$ cat src/rtl/instr_fetch.sv
// Instruction fetch controller: one outstanding read at pc, holds the returned word
// for the decoder, and is the sole driver of the PC register's enable/mode.
module instr_fetch #(
   parameter  int unsigned MaxOutstanding = 1,
   localparam int unsigned WordW          = 32
) (
   input  logic             clk_i,
   input  logic             res_i,
   input  logic [WordW-1:0] pc_i,
   output logic             pc_enable_o,
   output logic             pc_mode_o,
   input  logic             jump_i,
   output logic             mem_req_o,
   output logic [WordW-1:0] mem_addr_o,
   input  logic             mem_gnt_i,
   input  logic             mem_rvalid_i,
   input  logic [WordW-1:0] mem_rdata_i,
   output logic [WordW-1:0] instr_o,
   output logic [WordW-1:0] instr_pc_o,
   output logic             instr_valid_o,
   input  logic             instr_ready_i
);

   localparam logic PcModeIncrement = 1'b0;
   localparam logic PcModeJump      = 1'b1;

   if (MaxOutstanding != 1) begin : g_bad_cfg
      $error("instr_fetch: only MaxOutstanding == 1 is supported");
   end

   typedef enum logic [1:0] {
      StIdle = 2'd0,
      StReq  = 2'd1,
      StWait = 2'd2,
      StHold = 2'd3
   } state_e;

   state_e           state_q;
   logic             discard_q;
   logic             mem_req_q;
   logic             instr_valid_q;
   logic [WordW-1:0] pend_addr_q;
   logic [WordW-1:0] instr_q;
   logic [WordW-1:0] instr_pc_q;

   logic             jump_act;
   logic             accept;

   // PC control: a jump always wins over the increment of an accepted fetch
   always_comb begin
      jump_act    = jump_i && (state_q != StIdle);
      accept      = (state_q == StWait) && mem_rvalid_i && !discard_q && !jump_i;
      pc_enable_o = jump_act || accept;
      pc_mode_o   = jump_act ? PcModeJump : PcModeIncrement;
   end

   always_ff @(posedge clk_i) begin
      if (!res_i) begin
         state_q       <= StIdle;
         discard_q     <= 1'b0;
         mem_req_q     <= 1'b0;
         instr_valid_q <= 1'b0;
         pend_addr_q   <= '0;
         instr_q       <= '0;
         instr_pc_q    <= '0;
      end else begin
         unique case (state_q)
            StIdle: begin
               state_q   <= StReq;
               mem_req_q <= 1'b1;
            end
            StReq: begin
               if (mem_gnt_i) begin
                  pend_addr_q <= pc_i;
                  discard_q   <= jump_i;
                  state_q     <= StWait;
                  mem_req_q   <= 1'b0;
               end
            end
            StWait: begin
               // Only one read is ever in flight, so any response clears discard
               if (mem_rvalid_i) begin
                  discard_q <= 1'b0;
                  if (accept) begin
                     instr_q       <= mem_rdata_i;
                     instr_pc_q    <= pend_addr_q;
                     instr_valid_q <= 1'b1;
                     state_q       <= StHold;
                  end else begin
                     mem_req_q <= 1'b1;
                     state_q   <= StReq;
                  end
               end else if (jump_i) begin
                  discard_q <= 1'b1;
               end
            end
            StHold: begin
               if (jump_i || instr_ready_i) begin
                  instr_valid_q <= 1'b0;
                  mem_req_q     <= 1'b1;
                  state_q       <= StReq;
               end
            end
         endcase
      end
   end

   assign mem_req_o     = mem_req_q;
   assign mem_addr_o    = mem_req_q ? pc_i : '0;
   assign instr_o       = instr_q;
   assign instr_pc_o    = instr_pc_q;
   assign instr_valid_o = instr_valid_q;

endmodule

$ cat config.mk
export PLATFORM = sky130hd
export DESIGN_NAME = instr_fetch
export DESIGN_NICKNAME = d
export VERILOG_FILES = /design/src/rtl/instr_fetch.sv
export SDC_FILE = /design/constraint.sdc
export NUM_CORES = 1
export LEC_CHECK = 0
export CELL_PAD_IN_SITES_DETAIL_PLACEMENT = 0
export CELL_PAD_IN_SITES_GLOBAL_PLACEMENT = 1
export CORE_ASPECT_RATIO = 0.8
export CORE_MARGIN = 2
export CORE_UTILIZATION = 30
export DETAILED_ROUTE_END_ITERATION = 16
export PLACE_DENSITY = 0.77
export SLEW_MARGIN = 20
export SYNTH_ARGS = -nofsm -noshare
export SYNTH_HDL_FRONTEND = slang
export SYNTH_SLANG_ARGS = --single-unit
export TNS_END_PERCENT = 10
$ cat constraint.sdc
create_clock -name clk_i -period 2 [get_ports clk_i]
set_input_delay 0.3 -clock clk_i [delete_from_list [all_inputs] [get_ports clk_i]]
set_output_delay 0.3 -clock clk_i [all_outputs]
set_load 0.03 [all_outputs]
==> key figures <==
Status
  – Status: finished, final reports clean

Detailed routing
  – Routed vias/inst: about 4.5
  – Routed Antenna Nets: 0
  – Routed vias: 3736
  – Drt wl/cell: 13.3 µm
  – Drt first pass iters: 4
  – Final WL: 11100 µm
  – 1st-iter DRT viols: 201
  – DRC: 0

Yosys
  – Area share of the largest cell type after synthesis: 49.0%
  – Yosys reg bits: 101
  – Mean Syn Cell Area: 8.31 µm²
  – Post-Synthesis Cells: 497
  – Top cells by area, synth: dfxtp_1 49%, nand2_1 18%, a21boi_1 12%
  – Seq/Total Area, Yosys: roughly half
  – Post-synth net total: 571
  – Area leader, netlist: dfxtp_1
  – Yosys warning count: 0
  – Mapped cell area: 4130 µm²
  – Cell variety after synth: 27

STA
  – Max transition margin: 64.8%
  – Clock skew after layout: 0.00586 ns
  – Hold_ws: 0.451 ns
  – RSZ-0062 raised after global routing: no
  – Max Slew Vio Count: 0
  – Worst setup margin: 0.186 ns
  – Final Cycle Share: 90.7%
  – Final min period: about 1.8 ns
  – Final setup violating endpoints: 0
  – Fmax: 551 MHz
  – Setup TNS: 0 ns
  – Slew @ Worst Pin: ~0.53 ns
  – Hold Fails Final Rpt: 0

Clock network
  – Post-CTS Setup Inserts: 0
  – CTS Buf Count: 9
  – CTS max path bufs: 2
  – CTS tree: yes
  – H-tree Lvls: 3
  – Worst-skew pair later-pin latency: roughly 0.34 ns
  – Root Driver: clkbuf_16
  – Clock transition at the registers of the reported paths: 0.07 ns
  – CTS sink cnt: 101

GRT
  – All-Layer GR Usage: 15.1%
  – First-pass GRT wire length: approximately 18000 µm
  – Initial antenna violation count: 0
  – GR Overflow Total: 0
  – Vias in the first global route: 3598
  – Largest net degree at the start of global routing: 45

Place
  – Gpl congestion: roughly 0.77
  – I/O Buffers: roughly 170
  – Placed cell count: 820
  – Pre-CTS WS: about 0.17 ns
  – DP Wirelength: 7770 µm

Floorplanning
  – Die X: 135 µm
  – IO Pins: 170
  – Placement Rows: 38
  – DIE AREA: 14700 µm²
  – Core Area: 13500 µm²
  – Die Y: between 100 and 150 µm
  – Initial core utilization: 30.6%

Worst setup path
  – Startpoint Class: flop
  – Worst-path fanout max: 6
  – CP Capture Type: output port
  – WP data arrival: 1.51 ns
  – Worst setup path class: flop to output port
  – Req. time, crit path: ~1.7 ns

Final layout
  – Most frequent cells in the layout: 199 x nand2_1, 133 x clkdlybuf4s50_1, 101 x dfxtp_1, 66 x a21boi_1, 38 x buf_4
  – Share of layout cells above drive strength 1: 10.2%
  – Layout Cells excl Fill: approximately 840
  – Most common cell after layout, fill and taps aside: nand2_1
  – Fillers: 1336
  – Inserted Diodes: 0
  – Nets: 725
  – P&R area growth vs syn: 51.2%
  – Finished Core Util: 46.2%

Flow run
  – Max-cap check violation count: 0

Power
  – PD cells: 740 nW/µm²
  – Max VDD drop: 0.364 mV
  – Leak: 2.23 nW

Min path
  – Hold Path Class: flop to flop
-- final timing paths --
| kind | startpoint | to | slack (ns) | depth (start not counted) |
|---|---|---|---|---|
| worst max-delay path | state_q[1]$_SDFFE_PN0P_ | pc_enable_o | 0.19 | 4 |
| worst min-delay path | pend_addr_q[30]$_SDFFE_PN0P_ | instr_pc_o[30]$_SDFFE_PN0P_ | 0.45 | 2 |
| worst max register to register | state_q[1]$_SDFFE_PN0P_ | instr_pc_o[8]$_SDFFE_PN0P_ | 0.37 | 6 |
| worst min register to register | pend_addr_q[30]$_SDFFE_PN0P_ | instr_pc_o[30]$_SDFFE_PN0P_ | 0.45 | 2 |
-- cells in the mapped netlist, drive strengths merged --
master	number
a32o	1
clkbuf	15
nand4bb	1
nor2b	3
o211ai	2
dfxtp	101
o221ai	1
o2111ai	1
a31oi	2
inv	3
nand3	1
a21boi	96
nand2b	1
and2	33
buf	21
a31o	1
nor3	1
nand2	199
a21oi	2
nor2	6
ha	4
o21ai	2
-- power by group --
group          internal, W  switching [W]  leakage (nW)
Sequential         0.00207      0.0000371         0.817
Clock              0.00101       0.000763         0.145
Combinational     0.000355       0.000384          1.27
-- registers in the layout, indices dropped and copies added (netlist names) --
name           flops
discard_q          1
instr_o           32
instr_pc_o        32
instr_valid_o      1
mem_req_o          1
pend_addr_q       32
state_q            2
-- final cells by class --
cell class	instances	area [µm²]	share of cell area (%)
clock buffer	10	239	3.83
inverter	3	11.3	0.180
sequential	101	2020	32.4
timing repair buffer	179	1760	28.2
multi-input combinational	357	1910	30.6
tap	180	225	3.61
clock inverter	6	71.3	1.14
-- per-stage QoR --
stage	power (W)	cell area, µm²
global placement	0.00289	5930
global route	0.00482	6240
CTS	0.00469	6240
detailed placement	0.00290	5930
finish	0.00462	6240
floorplan	0.00253	4130
-- repair_timing --
item,in CTS,in global routing
resized for setup,0,1
setup endpoints to repair,0,1
hold buffers,0,0
-- routing by layer --
metal / track usage, % / vias to the layer above / part of all wire (%)
li1: - / 1901 / -
met1: 19.4 / 1719 / 47
met2: 25.0 / 104 / 46
met3: 3.72 / 12 / 5.8
met4: 4.91 / 0 / 1.2
met5: 0 / - / 0
-- cell families (layout without fill, tap and decap cells) --
logic type                 Yosys count  in the layout  share of synthesized area, %
DFF                                101            101                          49.0
buffers and inverters               39            198                          5.33
and+or+nand+nor                    245            245                          24.9
adders and majority gates            4              4                          1.21
AOI/OAI and AO/OA                  108            108                          19.6
-- critical path, stage by stage (launching register included) --
cell and delay (ns):
dfxtp_1 0.41, ha_2 0.29, nand4bb_4 0.17, o21ai_0 0.12
buf_4 0.19
(Power assumes the default switching activity.)
